==> config.mk <==
export PLATFORM = sky130hd
export DESIGN_NAME = line_tracker_ctrl
export DESIGN_NICKNAME = d
export VERILOG_FILES = /design/src/rtl/line_tracker_pkg.sv /design/src/rtl/sensor_debounce.sv /design/src/rtl/line_tracker_ctrl.sv
export SDC_FILE = /design/constraint.sdc
export NUM_CORES = 1
export LEC_CHECK = 0
export CORE_UTILIZATION = 53
export CTS_CLUSTER_SIZE = 8
export DETAILED_ROUTE_END_ITERATION = 12
export DONT_BUFFER_PORTS = 1
export PLACE_DENSITY_LB_ADDON = 0.1
export REMOVE_ABC_BUFFERS = 1
export SYNTH_ARGS = -nofsm -noshare
export SYNTH_HDL_FRONTEND = slang
export SYNTH_SLANG_ARGS = --single-unit
==> constraint.sdc <==
create_clock -name clk -period 1.67 [get_ports clk]
set_input_delay 0.334 -clock clk [delete_from_list [all_inputs] [get_ports clk]]
set_output_delay 0.334 -clock clk [all_outputs]
set_load 0.02 [all_outputs]
==> src/rtl/line_tracker_pkg.sv <==
// Shared encodings for the line tracker: steering actions, FSM states, last-seen side.
package line_tracker_pkg;

  typedef enum logic [1:0] {
    TURN_LEFT   = 2'b00,
    TURN_RIGHT  = 2'b01,
    GO_STRAIGHT = 2'b10,
    STOP        = 2'b11
  } action_t;

  typedef enum logic [1:0] {
    ST_TRACK,
    ST_RECOVER,
    ST_LOST_STOP,
    ST_HALT
  } fsm_state_t;

  typedef enum logic [1:0] {
    SIDE_NONE,
    SIDE_LEFT,
    SIDE_RIGHT
  } side_t;

  function automatic action_t steer_toward(input side_t s);
    case (s)
      SIDE_LEFT:  return TURN_LEFT;
      SIDE_RIGHT: return TURN_RIGHT;
      default:    return GO_STRAIGHT;
    endcase
  endfunction

endpackage

==> src/rtl/sensor_debounce.sv <==
// One sensor bit: 2-flop synchronizer, then an optional stability filter
// (present only when LINE_TRACKER_DEBOUNCE_EN is defined).
module sensor_debounce #(
  parameter int unsigned DEBOUNCE = 4
) (
  input  logic clk,
  input  logic reset,
  input  logic din,
  output logic dout
);

  logic sync1_q;
  logic sync2_q;

  always_ff @(posedge clk) begin
    if (reset) begin
      sync1_q <= 1'b0;
      sync2_q <= 1'b0;
    end else begin
      sync1_q <= din;
      sync2_q <= sync1_q;
    end
  end

`ifdef LINE_TRACKER_DEBOUNCE_EN
  localparam int unsigned CW = (DEBOUNCE > 1) ? $clog2(DEBOUNCE) : 1;

  logic [CW-1:0] cnt_q, cnt_d;
  logic          filt_q, filt_d;

  // Counter tracks consecutive mismatching cycles; any agreeing cycle clears it.
  always_comb begin
    cnt_d  = '0;
    filt_d = filt_q;
    if (sync2_q != filt_q) begin
      if (cnt_q == CW'(DEBOUNCE - 1)) begin
        filt_d = sync2_q;
      end else begin
        cnt_d = cnt_q + 1'b1;
      end
    end
  end

  always_ff @(posedge clk) begin
    if (reset) begin
      cnt_q  <= '0;
      filt_q <= 1'b0;
    end else begin
      cnt_q  <= cnt_d;
      filt_q <= filt_d;
    end
  end

  assign dout = filt_q;
`else
  logic unused_debounce;
  assign unused_debounce = (DEBOUNCE != 0);
  assign dout            = sync2_q;
`endif

endmodule

==> src/rtl/line_tracker_ctrl.sv <==
// Line-following steering controller: filtered sensors -> signed position -> FSM.
// Debounce filtering is built in only when LINE_TRACKER_DEBOUNCE_EN is defined.
module line_tracker_ctrl
  import line_tracker_pkg::*;
#(
  parameter int unsigned N_SENSORS    = 3,
  parameter int unsigned DEBOUNCE     = 4,
  parameter int unsigned LOST_TIMEOUT = 1000
) (
  input  logic                 clk,
  input  logic                 reset,
  input  logic                 enable,
  input  logic [N_SENSORS-1:0] sensor,
  output logic [1:0]           state,
  output logic                 lost
);

  localparam int unsigned PW     = $clog2(N_SENSORS * N_SENSORS) + 1;
  localparam int          CENTER = int'((N_SENSORS - 1) / 2);
  localparam int unsigned TW     = (LOST_TIMEOUT > 1) ? $clog2(LOST_TIMEOUT) : 1;

  logic [N_SENSORS-1:0] filt;

  for (genvar i = 0; i < N_SENSORS; i++) begin : g_sensor
    sensor_debounce #(
      .DEBOUNCE(DEBOUNCE)
    ) u_debounce (
      .clk  (clk),
      .reset(reset),
      .din  (sensor[i]),
      .dout (filt[i])
    );
  end

  logic signed [PW-1:0] pos;
  logic                 any_active;
  logic                 pos_left;
  logic                 pos_right;

  always_comb begin
    pos = '0;
    for (int unsigned i = 0; i < N_SENSORS; i++) begin
      if (filt[i]) begin
        pos = pos + PW'(int'(i) - CENTER);
      end
    end
  end

  assign any_active = |filt;
  assign pos_right  = pos[PW-1];
  assign pos_left   = !pos[PW-1] && (pos != '0);

  fsm_state_t      fsm_q, fsm_d;
  action_t         action_q, action_d;
  side_t           side_q, side_d;
  logic            lost_q, lost_d;
  logic [TW-1:0]   tmo_q, tmo_d;

  always_ff @(posedge clk) begin
    if (reset) begin
      fsm_q    <= ST_HALT;
      action_q <= STOP;
      side_q   <= SIDE_NONE;
      lost_q   <= 1'b0;
      tmo_q    <= '0;
    end else begin
      fsm_q    <= fsm_d;
      action_q <= action_d;
      side_q   <= side_d;
      lost_q   <= lost_d;
      tmo_q    <= tmo_d;
    end
  end

  always_comb begin
    fsm_d = fsm_q;
    if (!enable) begin
      fsm_d = ST_HALT;
    end else begin
      case (fsm_q)
        ST_HALT:      fsm_d = ST_TRACK;
        ST_TRACK:     if (!any_active) fsm_d = ST_RECOVER;
        ST_RECOVER: begin
          if (any_active) begin
            fsm_d = ST_TRACK;
          end else if (tmo_q == TW'(LOST_TIMEOUT - 1)) begin
            fsm_d = ST_LOST_STOP;
          end
        end
        ST_LOST_STOP: if (any_active) fsm_d = ST_TRACK;
        default:      fsm_d = ST_HALT;
      endcase
    end
  end

  // Outputs are decoded from the next state so the registered action lines up
  // with the state being entered (e.g. a re-acquired line steers immediately).
  always_comb begin
    action_d = STOP;
    lost_d   = 1'b0;
    side_d   = side_q;
    tmo_d    = '0;
    case (fsm_d)
      ST_TRACK: begin
        if (pos_left) begin
          action_d = TURN_LEFT;
          side_d   = SIDE_LEFT;
        end else if (pos_right) begin
          action_d = TURN_RIGHT;
          side_d   = SIDE_RIGHT;
        end else if (any_active) begin
          action_d = GO_STRAIGHT;
        end
      end
      ST_RECOVER: begin
        lost_d   = 1'b1;
        action_d = steer_toward(side_q);
        if (fsm_q == ST_RECOVER) begin
          tmo_d = tmo_q + 1'b1;
        end
      end
      ST_LOST_STOP: lost_d = 1'b1;
      ST_HALT:      side_d = SIDE_NONE;
      default:      ;
    endcase
  end

  assign state = action_q;
  assign lost  = lost_q;

endmodule

After elaboration in Yosys (flattened, before gate mapping)
Cells that the tools add are included.
{"block": "op_classes", "reduce_logical": 10, "bitwise_logic": 2, "n_addsub": 2, "n_eq_ne": 10, "muxes": 17}
{"op": "two-way mux 2 bit", "n": 9}
{"op": "one-hot mux 2 bit (2 select lines)", "n": 3}
{"op": "adder 10 x 1 -> 10 bit (second input constant)", "n": 1}
{"op": "== test 10 bit (second input constant)", "n": 1}
{"op": "== test 2 bit (second input constant)", "n": 5}
{"op": "two-way mux 5 bit", "n": 2}
{"op": "one-hot mux 2 bit (4 select lines)", "n": 1}
{"op": "== test 2 x 1 -> 1 bit (second input constant)", "n": 3}
{"op": "OR reduction 3 bit", "n": 2}
{"op": "adder 5 x 2 -> 5 bit (second input constant)", "n": 1}
{"op": "nonzero test 5 bit", "n": 1}
{"op": "logical NOT 2 bit", "n": 2}
{"op": "inequality test 3 bit (second input constant)", "n": 1}
{"op": "two-way mux 1 bit", "n": 2}
{"op": "NOT 1 bit", "n": 2}
{"op": "AND reduction 2 bit", "n": 1}
{"op": "nonzero test 2 bit", "n": 1}
{"op": "OR reduction 2 bit", "n": 1}
{"op": "logical AND 1 bit", "n": 1}
{"op": "logical NOT 1 bit", "n": 1}
{"block": "word_totals", "in_bits": 6, "wordCells": 52, "out_inout_bits": 3, "register_bits": 23}

Depth between registers and ports, before layout
Gate-level depths: netlist (run 1).
{"block": "depth", "ltp_word": 8, "depth_mapped": 8, "ltp_nobuf": 8}

Modules after synthesis
Synthesis (run 1) repeated with hierarchy kept, for this count alone.
{"block": "unflattened", "hier_cells": 103, "area_unflattened_um2": 979.7}
{"module": "line_tracker_ctrl", "seq_area_each_um2": 340.3, "instances": 1, "area_per_inst_um2": 822.0, "cells_per_inst": 91}
{"module": "sensor_debounce", "seq_area_each_um2": 40.0, "instances": 3, "area_per_inst_um2": 52.6, "cells_per_inst": 4}

Worst setup path after synthesis (run 1)
OpenSTA, ideal clock, no wires.
{"block": "synth_path", "kind": "register -> register", "from": "reg tmo_q[0]", "to": "reg action_q[1], in the netlist state[1]", "synth_period_minus_slack_ps": 1769, "t_required_ps": 1532, "t_arrival_ps": 1631, "path_buffers": 0, "setup_ps": 138, "stages_incl_launch_ff": 9, "slack_ps": -99, "cell_sequence": "dfxtp_1 > ha_1 > nand3_1 > nor4_1 > o21ai_0 > and2_1 > ha_1 > a32oi_1 > nand3_1"}
{"block": "synth_between", "elab_chain_len": 7, "word_cells_on_any_way": 8, "cone_classes": "eq/ne: 2; mux: 5; reduce/logical: 1"}
{"element": "start, declared", "line": "line_tracker_ctrl.sv:57", "rtl": "logic [TW-1:0] tmo_q, tmo_d;"}
{"element": "start signal, assigned", "line": "line_tracker_ctrl.sv:71", "rtl": "tmo_q <= tmo_d;"}
{"element": "== test 10 bit *", "line": "line_tracker_ctrl.sv:86", "rtl": "end else if (tmo_q == TW'(LOST_TIMEOUT - 1)) begin"}
{"element": "two-way mux 2 bit *", "line": "line_tracker_ctrl.sv:86"}
{"element": "two-way mux 2 bit *", "line": "line_tracker_ctrl.sv:84", "rtl": "if (any_active) begin"}
{"element": "one-hot mux 2 bit (4 select lines) *", "line": "line_tracker_ctrl.sv:80", "rtl": "case (fsm_q)"}
{"element": "two-way mux 2 bit *", "line": "line_tracker_ctrl.sv:77", "rtl": "if (!enable) begin"}
{"element": "== test 2 x 1 -> 1 bit or logical NOT 2 bit (tied branches)", "line": "line_tracker_ctrl.sv:103", "rtl": "case (fsm_d)"}
{"element": "one-hot mux 2 bit (2 select lines) *", "line": "line_tracker_ctrl.sv:103"}
{"element": "end signal, assigned", "line": "line_tracker_ctrl.sv:68", "rtl": "action_q <= action_d;"}
{"element": "end, declared", "line": "line_tracker_ctrl.sv:54", "rtl": "action_t action_q, action_d;"}
Mark *: on every way between the ends. The rest lies on a longest branch, timed or not.
A chain may end at the register's enable or synchronous reset.

Worst setup path in the final report (run 1)
{"block": "layout_path", "from": "reg tmo_q[1]", "to": "reg action_q[1], in the netlist state[1]"}
Same word-level chain as after synthesis.

==> results.sh, run 1 <==
export IMPL_floorplan_initialDensity_pct=59.3
export IMPL_status="finished, final reports clean"
export IMPL_yosys_warnings=0
export IMPL_cp_end_kind="register"
export IMPL_path_clk_slew_ns=0.12
export IMPL_io_pins=9
export IMPL_area_growth_pct=23.5
export IMPL_die_h_um=44.2
export IMPL_power_leakage_uw=0.000415
export IMPL_yosysSeqAreaShare_pct=48.7
export IMPL_vias_per_cell=5.28
export IMPL_holdPathEnd="lost"
export IMPL_port_buffer_count=0
export IMPL_required_ns=1.87
export IMPL_drc=0
export IMPL_pre_cts_ws_ns=-0.0748
export IMPL_ys_seq_elements=23
export IMPL_p_int_uw=697
export IMPL_combPwrFrac_pct=8.1
export IMPL_r2r_cells=8
export IMPL_wl_um=1770
export IMPL_gp_congestion=0.842
export IMPL_hp_start="reset"
export IMPL_grt_pass1_vias=705
export IMPL_synth_area_um2=946
export IMPL_max_cap_viol_count=0
export IMPL_cts_inserted_buffers=3
export IMPL_dp_hpwl_um=1170
export IMPL_antenna_found_initial=0
export IMPL_arrival_ns=1.82
export IMPL_ff_latch_area_um2=463
export IMPL_core_um2=1590
export IMPL_dr_pass1_iters=7
export IMPL_wl_per_cell_um=12.6
export IMPL_tightestPinTransition_ns=0.350
export IMPL_r2r_start="tmo_q[1]"
export IMPL_cp_start_kind="register"
export IMPL_syn_inst=101
export IMPL_grt_usage_pct=19.9
export IMPL_synth_ff_type="dfxtp_1"
export IMPL_fillers=126
export IMPL_drt_iter0_drc=16
export IMPL_min_path_type="in -> reg"
export IMPL_r2r_end="state[1]"
export IMPL_switchingPower_uw=207
export IMPL_design_area_um2=1170
export IMPL_crit_start="tmo_q[1]"
export IMPL_slew_violations=0
export IMPL_vias=739
export IMPL_swShare_pct=22.9
export IMPL_rrSetupSlack_ns=0.05
export IMPL_cts_max_level=1
export IMPL_fin_setup_tns_ns=0
export IMPL_clockBufferDepth=2
export IMPL_postSynthAreaPerCell_um2=9.37
export IMPL_skew_ns=0.00103
export IMPL_grt_max_degree=13
export IMPL_clock_sinks=23
export IMPL_hold_depth=1
export IMPL_finalCritPeriodShare_pct=97.2
export IMPL_antenna_left=0
export IMPL_fin_crit_ns=1.62
export IMPL_grt_first_pass_wirelength_um=2840
export IMPL_ir_drop_mv=0.664
export IMPL_synth_cell_type_count=26
export IMPL_p_clk_share_pct=27.5
export IMPL_grt_remaining_overflow=0
export IMPL_clk_latency_ns=0.30
export IMPL_die_w_um=44.2
export IMPL_finalSetupViolations=0
export IMPL_multi_input_area_um2=529
export IMPL_dieArea_um2=1960
export IMPL_async_reset_ff_share_pct=0
export IMPL_placed_area_um2=1050
export IMPL_hold_viol=0
export IMPL_final_layout_size_suffix_gt1_share_pct=25.0
export IMPL_rsz0062_at_grt="yes"
export IMPL_fin_nets=128
export IMPL_cts_tree="done"
export IMPL_crit_fanout=3
export IMPL_fmax_ghz=0.616
export IMPL_setup_ws_ns=0.0467
export IMPL_timing_worst_setup_path_type="reg -> reg"
export IMPL_relSlewSlack_pct=76.4
export IMPL_n_antenna_cell=0
export IMPL_core_rowCount=14
export IMPL_power_density_nw_per_um2=773
export IMPL_cts_root_buffer="clkbuf_4"
export IMPL_p_seq_share_pct=64.4
export IMPL_synth_edf_count=0
-- layout make-up --
type                       instances  share of cell area (%)
inverter                           6                    1.93
multi-input combinational         70                    45.3
tap                               24                    2.57
timing repair buffer              13                    8.35
clock buffer                       4                    2.25
sequential                        23                    39.6
-- Yosys cell counts (2+ instances only) --
cell       n  share of area (%)
dfxtp_1   23                 49
xnor2_1    6                5.6
nor3_1     4                2.1
xor2_1     2                1.9
nand3_1    6                3.2
nand2_1    9                3.6
ha_1       5                6.6
o41ai_1    2                1.9
nor2_1    14                5.6
nor4_1     2                1.3
inv_1      6                2.4
nor2b_1    7                4.6
o211ai_1   2                1.6
-- layout by cell type (no fill, tap or decap), types with 2 or more instances in the layout --
| cell type | Yosys | final |
|---|---|---|
| nor2b_1 | 7 | 7 |
| dfxtp_1 | 23 | 21 |
| nor3_1 | 4 | 3 |
| o211ai_1 | 2 | 2 |
| nand3_1 | 6 | 5 |
| buf_4 | 0 | 13 |
| o41ai_1 | 2 | 2 |
| nand2_1 | 9 | 8 |
| dfxtp_2 | 0 | 2 |
| inv_1 | 6 | 6 |
| xnor2_1 | 6 | 6 |
| xor2_1 | 2 | 2 |
| nor2_1 | 14 | 13 |
| ha_1 | 5 | 3 |
| clkbuf_4 | 0 | 3 |
-- worst max-delay path, cell delays in order (launching register included) --
cell and delay, ns:
dfxtp_2 0.37, ha_4 0.15, nand3_4 0.09, nor4_4 0.22, o21ai_1 0.11, and2_1 0.15
ha_2 0.18, a32oi_2 0.16, nand3_1 0.08
-- how the worst max path moves through the flow --
stage                     slack [ns]  cells after the start  endpoint
after floorplan                 -0.1                      8  state[1]
after detailed placement       -0.07                      8  state[1]
after global routing           -0.09                      7  state[1]
final                           0.05                      8  state[1]
after CTS                      0.006                      7  state[1]
after global placement         -0.01                      8  state[1]
-- flip-flops by register name, summed over array words and instances (netlist names) --
name and count:
g_sensor.u_debounce.sync1_q 3, state 2, side_q 2, g_sensor.u_debounce.dout 3, lost 1, fsm_q 2, tmo_q 10
-- what timing repair did --
| item | CTS | global route |
|---|---|---|
| gates resized for setup | 4 | 12 |
| buffers inserted | 0 | 1 |
| endpoints found under the hold margin | 0 | 0 |
| hold buffers | 0 | 0 |
| setup endpoints to repair | 3 | 8 |
| pin swaps | 1 | 6 |
-- cell families (layout without fill, tap and decap cells) --
kind of cell / after synthesis / after routing / synth area share (%)
AND/OR/NAND/NOR: 48 / 48 / 25.3
buffers and inverters: 8 / 23 / 3.97
AO/OA/AOI/OAI: 9 / 9 / 8.07
flip-flops: 23 / 23 / 48.7
adder cells (fa/ha/maj): 5 / 5 / 6.61
XOR/XNOR: 8 / 8 / 7.41
-- stage by stage --
step | hold slack, ns | utilization [%] | std cells | power (uW)
final | 0.0780 | 73.3 | 140 | 903
after global routing | 0.0575 | 73.3 | 140 | 951
after CTS | 0.0756 | 68.6 | 139 | 904
after detailed placement | 0.408 | 65.9 | 135 | 656
after global placement | 0.404 | 65.9 | 135 | 654
after floorplan | 0.401 | - | 99 | 635
-- layer usage --
metal	routed length, um	up-vias	global-route usage (%)
met2	891	17	30.6
met1	793	344	25.7
met5	0	-	0
met3	49	4	3.67
met4	33	0	12.7
li1	-	374	-
-- power groups by stage --
stage / registers, uW / clock network [uW] / logic (uW)
after floorplan: 593 / 0 / 42.5
after global placement: 593 / 0 / 60.5
after detailed placement: 594 / 0 / 61.5
after CTS: 582 / 259 / 62.4
after global routing: 584 / 283 / 83.5
final: 582 / 248 / 73.4
Power figures use the tool's default switching activity.
==> run 2, diff against run 1 <==
Settings changed: RECOVER_POWER set to 50, REMOVE_ABC_BUFFERS 1 to unset.
==> run 2 against run 1 <==
Critical path depth is the same. Clock power is 3% lower. Flip-flop and latch count did not move. Sequential power about the same. Utilization is 2.4 points lower. Register-to-register slack is essentially flat. Final area shrank 3.2%. Worst hold slack better by 0.0091 ns. Setup slack better by 0.015 ns. Clock-buffer cell count unchanged. Critical path type unchanged. Critical endpoint unchanged.
==> results.sh, run 2 (same netlist as run 1, synthesis figures left out) <==
export IMPL_status="finished, final reports clean"
export IMPL_most_common_layout_cells="dfxtp_1, nor2_1, buf_4, nand2_1, nor2b_1"
export IMPL_clock_sinks=23
export IMPL_antenna_found_initial=0
export IMPL_hold_viol=0
export IMPL_relSlewSlack_pct=77.5
export IMPL_tightestPinTransition_ns=0.334
export IMPL_min_path_type="in -> reg"
export IMPL_antenna_left=0
export IMPL_drc=0
export IMPL_cp_end_kind="register"
export IMPL_slew_violations=0
export IMPL_finalCritPeriodShare_pct=96.3
export IMPL_core_rowCount=14
export IMPL_fin_setup_tns_ns=0
export IMPL_cts_inserted_buffers=3
export IMPL_gp_congestion=0.830
export IMPL_ir_drop_mv=0.558
export IMPL_grt_remaining_overflow=0
export IMPL_placed_area_um2=1040
export IMPL_dp_hpwl_um=1130
export IMPL_top_register="tmo_q"
export IMPL_grt_max_degree=13
export IMPL_clockBufferDepth=2
export IMPL_floorplan_initialDensity_pct=59.3
export IMPL_n_antenna_cell=0
export IMPL_area_growth_pct=19.6
export IMPL_crit_fanout=3
export IMPL_vias=699
export IMPL_dr_pass1_iters=4
export IMPL_hold_ws_ns=0.0871
export IMPL_dieArea_um2=1960
export IMPL_die_h_um=44.2
export IMPL_fin_crit_ns=1.61
export IMPL_grt_usage_pct=17.8
export IMPL_p_total_uw=887
export IMPL_clk_latency_ns=0.30
export IMPL_cp_start_kind="register"
export IMPL_final_core_util_pct=71.0
export IMPL_design_area_um2=1130
export IMPL_vias_per_cell=5.07
export IMPL_required_ns=1.87
export IMPL_rrSetupSlack_ns=0.06
export IMPL_max_cap_viol_count=0
export IMPL_die_w_um=44.2
export IMPL_final_common_cell="dfxtp_1"
export IMPL_largest_register_ffs=10
export IMPL_grt_pass1_vias=645
export IMPL_core_um2=1590
export IMPL_cts_root_buffer="clkbuf_4"
export IMPL_timing_worst_setup_path_type="reg -> reg"
export IMPL_cts_max_level=1
export IMPL_final_layout_size_suffix_gt1_share_pct=21.1
export IMPL_finalSetupViolations=0
export IMPL_syn_num_nets=112
export IMPL_arrival_ns=1.81
export IMPL_power_leakage_uw=0.000391
export IMPL_fin_nets=126
export IMPL_wl_um=1570
export IMPL_cts_tree="done"
export IMPL_grt_first_pass_wirelength_um=2550
export IMPL_skew_ns=0.00468
export IMPL_port_buffer_count=0
export IMPL_rsz0062_at_grt="yes"
export IMPL_wl_per_cell_um=11.4
export IMPL_power_density_nw_per_um2=785
export IMPL_io_pins=9
export IMPL_path_clk_slew_ns=0.11
export IMPL_fmax_ghz=0.622
export IMPL_drt_iter0_drc=17
==> run 2: where the power goes <==
| group | leakage (uW) | internal (uW) | switching, uW |
|---|---|---|---|
| clock | 0.0000150 | 93.1 | 148 |
| combinational | 0.000187 | 33.2 | 31.3 |
| sequential | 0.000189 | 566 | 16.4 |
==> run 2: final timing paths <==
path | start | endpoint | depth (start not counted)
setup / recovery | tmo_q[0] | state[1] | 8
hold / removal | reset | lost | 1
setup reg to reg | tmo_q[0] | state[1] | 8
hold reg to reg | g_sensor[2].u_debounce.sync1_q | g_sensor[2].u_debounce.dout | 1
==> run 2: stage by stage <==
stage,cells,worst slack [ns]
after global routing,138,-0.0429
after detailed placement,133,0.0368
after global placement,133,0.0387
after CTS,137,0.00944
after floorplan,101,0.0313
final,138,0.0614
==> run 2: worst max-delay path: stages (launching register included) <==
cell and delay (ns):
dfxtp_2 0.37, ha_4 0.15, nand3_4 0.08, nor4_2 0.22
o21ai_1 0.11, and2_1 0.16, ha_1 0.18, a32oi_1 0.15
nand3_1 0.09
==> run 2: repair_timing <==
action / in CTS / in global routing
gates resized for setup: 0 / 10
buffers inserted: 0 / 1
setup endpoints to repair: 0 / 10
hold buffers: 0 / 0
==> run 2: layout make-up <==
cell class,instances,area (um^2)
clock buffer,4,26.3
fill,128,463
inverter,6,22.5
multi-input combinational,70,505
sequential,23,464
tap,24,30.0
timing repair buffer,11,82.6
==> run 2: per-layer routing <==
metal	vias up	routed length [um]	track usage, %
met1	308	777	23.4
met4	0	13	5.45
met5	-	0	0
li1	374	-	-
met2	15	705	27.6
met3	2	72	6.12
